### config.mk
export PLATFORM = sky130hd
export DESIGN_NAME = rf_wr_arbiter
export DESIGN_NICKNAME = d
export VERILOG_FILES = /design/src/rtl/rv32i_pkg.sv /design/src/rtl/rf_wr_arbiter.sv
export SDC_FILE = /design/constraint.sdc
export NUM_CORES = 1
export LEC_CHECK = 0
export BUFFER_PORTS_ARGS = -buffer_cell sky130_fd_sc_hd__buf_2
export CELL_PAD_IN_SITES_DETAIL_PLACEMENT = 1
export CELL_PAD_IN_SITES_GLOBAL_PLACEMENT = 2
export CORE_ASPECT_RATIO = 0.9
export CORE_MARGIN = 1.5
export CORE_UTILIZATION = 26
export CTS_CLUSTER_DIAMETER = 200
export DETAILED_ROUTE_END_ITERATION = 16
export MAX_ROUTING_LAYER = met4
export PLACE_DENSITY = 0.74
export SLEW_MARGIN = 10
export SYNTH_ARGS = -nofsm -noshare
export SYNTH_HDL_FRONTEND = slang
export SYNTH_SLANG_ARGS = --single-unit
### constraint.sdc
create_clock -name clk -period 1.7 [get_ports clk]
set_input_delay 0.085 -clock clk [delete_from_list [all_inputs] [get_ports clk]]
set_output_delay 0.085 -clock clk [all_outputs]
set_load 0.01 [all_outputs]
### src/rtl/rv32i_pkg.sv
// Shared RV32I datapath types: data width, register address type and the
// register-file write bundle used by the WB stage, the write arbiter and top.
package rv32i_pkg;

    localparam int DPW = 32;
    localparam int ADW = 5;

    typedef logic [ADW-1:0] reg_addr_t;

    typedef struct packed {
        logic             we;
        reg_addr_t        addr;
        logic [DPW-1:0]   data;
    } rf_wr_t;

    typedef enum logic {
        SERVE = 1'b0,
        FORCE = 1'b1
    } arb_state_e;

endpackage

### src/rtl/rf_wr_arbiter.sv
// Register-file write-port arbiter: writeback has priority, debug writes fill free
// slots, and a starvation counter forces a one-cycle pipeline stall for debug.
module rf_wr_arbiter
    import rv32i_pkg::*;
#(
    parameter int DPW      = rv32i_pkg::DPW,
    parameter int ADW      = 5,
    parameter int MAX_WAIT = 4,
    parameter int CNTW     = 16
) (
    input  logic            clk,
    input  logic            arst_ni,
    input  logic            wb_we_i,
    input  logic [ADW-1:0]  wb_addr_i,
    input  logic [DPW-1:0]  wb_data_i,
    input  logic            dbg_valid_i,
    input  logic [ADW-1:0]  dbg_addr_i,
    input  logic [DPW-1:0]  dbg_data_i,
    output logic            dbg_ready_o,
    output logic            stall_o,
    output logic            rf_we_o,
    output logic [ADW-1:0]  rf_addr_o,
    output logic [DPW-1:0]  rf_wd_o,
    output logic [CNTW-1:0] stall_cnt_o
);

    localparam int WW = (MAX_WAIT > 1) ? $clog2(MAX_WAIT) : 1;
    localparam logic [WW-1:0] WAIT_LAST = WW'(MAX_WAIT - 1);

    function automatic logic [CNTW-1:0] sat_inc(input logic [CNTW-1:0] v);
        return (v == {CNTW{1'b1}}) ? v : v + 1'b1;
    endfunction

    arb_state_e     state_q, state_nxt;
    logic [WW-1:0]  wait_q;
    logic           wb_act;
    logic           dbg_hs;
    logic           dbg_blocked;
    logic           wait_done;

    // A WB write to x0 is not a real write, so that slot is free for debug.
    assign wb_act      = wb_we_i & (wb_addr_i != '0);
    assign dbg_ready_o = dbg_valid_i & (stall_o | ~wb_act);
    assign dbg_hs      = dbg_ready_o;
    assign dbg_blocked = dbg_valid_i & ~dbg_ready_o;
    assign wait_done   = (wait_q == WAIT_LAST);
    assign stall_o     = (state_q == FORCE);

    always_ff @(posedge clk or negedge arst_ni) begin
        if (!arst_ni) state_q <= SERVE;
        else          state_q <= state_nxt;
    end

    // While stalled, dbg_ready_o follows dbg_valid_i, so FORCE can never repeat.
    always_comb begin
        state_nxt = state_q;
        case (state_q)
            SERVE:   if (dbg_blocked && wait_done) state_nxt = FORCE;
            FORCE:   state_nxt = SERVE;
            default: state_nxt = SERVE;
        endcase
    end

    always_ff @(posedge clk or negedge arst_ni) begin
        if (!arst_ni) begin
            wait_q <= '0;
        end else if (dbg_hs || !dbg_valid_i || wait_done) begin
            wait_q <= '0;
        end else begin
            wait_q <= wait_q + 1'b1;
        end
    end

    always_ff @(posedge clk or negedge arst_ni) begin
        if (!arst_ni) begin
            stall_cnt_o <= '0;
        end else if (state_q == SERVE && state_nxt == FORCE) begin
            stall_cnt_o <= sat_inc(stall_cnt_o);
        end
    end

    // WB inputs are ignored while stalled; the frozen pipeline re-presents them next cycle.
    always_ff @(posedge clk or negedge arst_ni) begin
        if (!arst_ni) begin
            rf_we_o   <= 1'b0;
            rf_addr_o <= '0;
            rf_wd_o   <= '0;
        end else if (dbg_hs) begin
            rf_we_o   <= (dbg_addr_i != '0);
            rf_addr_o <= dbg_addr_i;
            rf_wd_o   <= dbg_data_i;
        end else if (wb_act && !stall_o) begin
            rf_we_o   <= 1'b1;
            rf_addr_o <= wb_addr_i;
            rf_wd_o   <= wb_data_i;
        end else begin
            rf_we_o   <= 1'b0;
        end
    end

endmodule

After elaboration in Yosys (flattened, before gate mapping) --
Index checks and enable logic that the tools add are counted.
Word-level totals: output and inout bits 56, bits in writable memories 0, bits of input ports 78, bits in latches 0, bits in registers 57, ROM bits 0, logic and storage cells 38, memories 0
Cells by class: divide/modulo/power cells 0, shift operators 0, $add $sub $neg 2, reductions and logical operators 11, bitwise operators 8, magnitude comparators 0, mux-type cells 9, $mul 0, eq/ne operators 2
Operator list (number):
- 32-bit two-way mux | 2
- 16-bit by 1-bit adder with 16-bit output (second input constant) | 1
- 16-bit == test (second input constant) | 1
- 5-bit two-way mux | 2
- 5-bit nonzero test | 2
- 1-bit inverter | 4
- 1-bit AND | 3
- 1-bit logical AND | 3
- 1-bit two-way mux | 3
- 2-bit by 1-bit adder with 2-bit output (second input constant) | 1
- 2-bit == test (second input constant) | 1
- 1-bit logical NOT | 2
- 1-bit logical OR | 2
- 2-bit two-way mux | 1
- 1-bit one-hot mux with 2 select lines | 1
- 2-bit AND reduction | 1
- 2-bit nonzero test | 1
- 1-bit bitwise OR | 1

Logic depth before layout (Yosys ltp) --
word-level depth 12, mapped depth 7

Worst setup path before layout --
No wires, ideal clock.
kind reg2reg, from register stall_cnt_o[0], to register stall_cnt_o[12], stages on the path, launching flop included 7, path slack 0.144 ns, required time 1.621 ns, period minus slack after synthesis 1.556 ns, setup time 0.079 ns, arrival 1.477 ns, cells stage by stage dfrtp_1 ha_1 nand3_1 nor2_2 nand3_1 nor3_1 xor2_1
Between the ends: word-level cells in the longest chain between the ends 3
Ends and longest elaborated chain:
- start, declared | RTL line rf_wr_arbiter.sv:24 | output logic [CNTW-1:0] stall_cnt_o
- start signal, assigned | RTL line rf_wr_arbiter.sv:78 | stall_cnt_o <= sat_inc(stall_cnt_o);
- branches (longest 3 deep; another with 16-bit by 1-bit adder with 16-bit output)
Parallel ways; which one is timed is not known. A chain may end at the register's enable or synchronous reset.

Final worst setup path --
from register wait_q[0], to register stall_cnt_o[8]
Between the ends: word-level cells in the longest chain between the ends 6
Ends and longest elaborated chain:
- start, declared | RTL line rf_wr_arbiter.sv:35 | logic [WW-1:0] wait_q;
- start signal, assigned | RTL line rf_wr_arbiter.sv:70 | wait_q <= wait_q + 1'b1;
- 2-bit == test | RTL line rf_wr_arbiter.sv:46 | assign wait_done = (wait_q == WAIT_LAST);
- 1-bit logical AND | RTL line rf_wr_arbiter.sv:58 | SERVE: if (dbg_blocked && wait_done) state_nxt = FORCE;
- 1-bit two-way mux | RTL line rf_wr_arbiter.sv:58
- 1-bit one-hot mux with 2 select lines | RTL line rf_wr_arbiter.sv:57 | case (state_q)
- named net state_nxt | RTL line rf_wr_arbiter.sv:34 | arb_state_e state_q, state_nxt;
- 1-bit logical AND | RTL line rf_wr_arbiter.sv:77 | end else if (state_q == SERVE && state_nxt == FORCE) begin
- 2-bit AND reduction (no line)
The timed path passes the listed nets, and every way through them passes these cells.

==> flow_summary.ini <==
[flow_run]
maxCapViolations = 0

[clock_network]
cts_root_buffer = clkbuf_16
clkLatencyLatePin_ps = 320
cts_buffer_depth = 2
cts_max_level = 3
tritoncts_clock_tree = done
clkTransAtPathRegs_ps = 50
clock-sinks = 57
cts_buffers = 9

[sta]
finalMaxSlewViolations = 0
finalSetupViolations = 0
fin_clk_skew_ps = 7.511
hold_slack_ps = 15.23
timing.final.hold_violations = 0
worst_pin_slew_ps = 389.6
achievable-frequency_mhz = 604.9
grt_setup_unrepaired = yes
setup-tns-final_ps = 0
final.min_clock_period_ps = 1653
post-route-period-util_pct = 97.24
slew_headroom_pct = 73.83
setup_slack_ps = 46.92

[synth]
seq_area_frac_synth_pct = 53.57
synth.lib_cells_used.distinct = 36
synth.yosys.warnings = 0
post_synth_inst_count = 242
post_synthesis_instance_area_um2 = 2663
post_synthesis_net_count = 322
number_of_synthesized_register_bits = 57
synthesis.area_per_instance_um2 = 11.00

[grt]
grt_antenna_before_repair = 0
global_route.usage.total_pct = 14.41
grt_pass1_vias = 2422
overflow = 0
grt_start_max_net_pins = 58
grt_pass1_wl_mm = 11.79

[die]
starting_density_of_the_core_pct = 27.09
placementRows = 34
die_boundary_width_um = 109.7
core_area_um2 = 9827
fp.dieH_um = 99
design.die.area_um2 = 10860
count_of_pins_on_the_block_boundary = 134

[critical_path]
critPathMaxFanout = 9
r2r_start = wait_q[0]$_DFF_PN0_
timing.critical_path.cells = ha_1 > and2_1 > o211a_1 > a21boi_4 > buf_4 > nand3_2 > xnor2_1
max_stage_delay_ps = 350
timing_worst_setup_path_type = flop to flop
worst-endpoint-required_ps = 1900
startpoint_type = flop
endpoint_kind = flop
worst-endpoint-arrival_ps = 1850
crit_path_start = wait_q[0]$_DFF_PN0_
timing.critical_path.slowest_stage_cell = dfrtp_1

[finish]
layout.core_utilization_pct = 39.98
drive_gt1_share_pct = 45.84
antenna_cells = 0
fillers = 1148
area_growth_syn_to_fin_pct = 47.56
layout_commonest_cell = buf_2
design.final.nets = 472
final_cell_mix = buf_2 (133), dfrtp_1 (57), nor2_1 (37), mux2i_1 (35), a21oi_1 (35)

[placed_design]
place_congestion = 0.7648
place.detailed.hpwl_mm = 5.595
detailedPlace.worstSlack_ps = -42.84
buffers_on_ports = 133

[power_and_ir_drop]
overall_power_after_layout_uw = 3941
ir_worst_vdd_mv = 0.4073
power.static_leakage_uw = 0.002009
powerDensity_nw_per_um2 = 1003

[route]
remaining_drc_errors = 0
ant_nets = 0
drt_first_iter_violations = 55
via_per_inst = 4.484
routed-via-count = 2345
route.final.wire_length_mm = 7.466
detail_route.first_pass.iterations = 3
wl_per_cell_um = 14.28

[min_path]
min_delay_startpoint = wb_data_i[5]
worstHoldPathType = primary input to flop

[status]
run_status = completed
[routing by layer]
metal / track usage [%] / vias to the layer above / share of wire, %
li1: - / 1143 / -
met3: 4.563 / 4 / 7.6
met1: 17.54 / 1121 / 43
met5: - / - / 0
met4: 3.596 / 0 / 0.55
met2: 23.08 / 77 / 48
[layout make-up]
type	count	area [µm²]	area share (%)
Clock buffer	11	242.7	6.178
Clock inverter	5	78.83	2.006
Inverter	2	7.507	0.1911
Multi-Input combinational cell	169	1172	29.84
Sequential cell	57	1426	36.31
Tap cell	126	157.7	4.013
Timing Repair Buffer	153	843.3	21.46
[synth_stat cells]
library cell,count,area share (%)
mux2i_1,35,13
nor2_1,37,5.2
nand2_1,5,0.70
a21boi_4,1,0.70
nand3_1,3,0.56
nor2b_1,1,0.24
or4_1,2,0.56
and4_1,2,0.66
mux2_1,1,0.42
nor2_2,1,0.24
nand2b_1,2,0.47
nor4bb_1,1,0.38
nor4b_1,1,0.33
and3_1,3,0.70
xnor2_1,12,3.9
nand2_2,1,0.24
clkbuf_1,2,0.28
o21ai_0,1,0.19
xor2_1,3,0.99
inv_2,1,0.14
nand4_1,4,0.94
inv_1,1,0.14
buf_2,9,1.7
buf_1,1,0.14
nand3_2,6,2.3
buf_6,1,0.42
a21oi_1,35,6.6
nor3_1,2,0.38
o211a_1,1,0.38
o21ai_1,1,0.19
ha_1,2,0.94
buf_4,1,0.28
dfrtp_1,57,54
and2_1,2,0.47
mux2_2,2,0.85
a22o_1,2,0.66
[worst paths after layout]
| check | endpoint | slack [ps] | cells after the start |
|---|---|---|---|
| min | rf_wd_o[5]$_DFFE_PN0P_ | 20 | 3 |
| min reg2reg | wait_q[0]$_DFF_PN0_ | 450 | 1 |
| max in group asynchronous | rf_wd_o[28]$_DFFE_PN0P_ | 1140 | 3 |
| min in group asynchronous | rf_wd_o[4]$_DFFE_PN0P_ | 300 | 3 |
| max | stall_cnt_o[8]$_DFFE_PN0P_ | 50 | 7 |
| max reg2reg | stall_cnt_o[8]$_DFFE_PN0P_ | 50 | 7 |
[timing repair]
item,in CTS,in global routing
hold buffers,1,0
resized for setup,0,2
endpoints found under the hold margin,57,0
setup buffers,0,2
endpoints found under the setup margin,0,12
[report_power, final]
| group | total [µW] | internal, µW | switching, µW |
|---|---|---|---|
| sequential | 1500 | 1450 | 45.0 |
| combinational | 514 | 247 | 268 |
| clock | 1930 | 1320 | 608 |
| total | 3940 | 3020 | 921 |
[critical path: cells and delay by family (launching register included)]
family,cells,cell delay (ps)
buffers and inverters,1,190
xor gates and xnor gates,1,120
AOI/OAI and AO/OA,2,520
adders and majority gates,1,160
and+or+nand+nor,2,190
DFF,1,350
[cell families after synthesis]
logic type	share of synthesized area [%]
and+or+nand+nor	14.33
AOI/OAI and AO/OA	8.694
adders and majority gates	0.9397
DFF	53.57
xor gates and xnor gates	4.934
buffers and inverters	3.101
muxes	14.43
[flip-flops by register name, indices dropped and copies added (netlist names)]
signal / flops
rf_wd_o: 32
stall_cnt_o: 16
rf_we_o: 1
rf_addr_o: 5
wait_q: 2
stall_o: 1
[metrics by stage]
| stage | std cells | area [µm²] |
|---|---|---|
| 6_report | 523 | 3929 |
| 4_1_cts | 521 | 3906 |
| 5_1_grt | 523 | 3929 |
| 3_3_place_gp | 504 | 3575 |
| 3_5_place_dp | 504 | 3575 |
| 2_1_floorplan | 242 | 2663 |
Power figures use the tool's default switching activity.
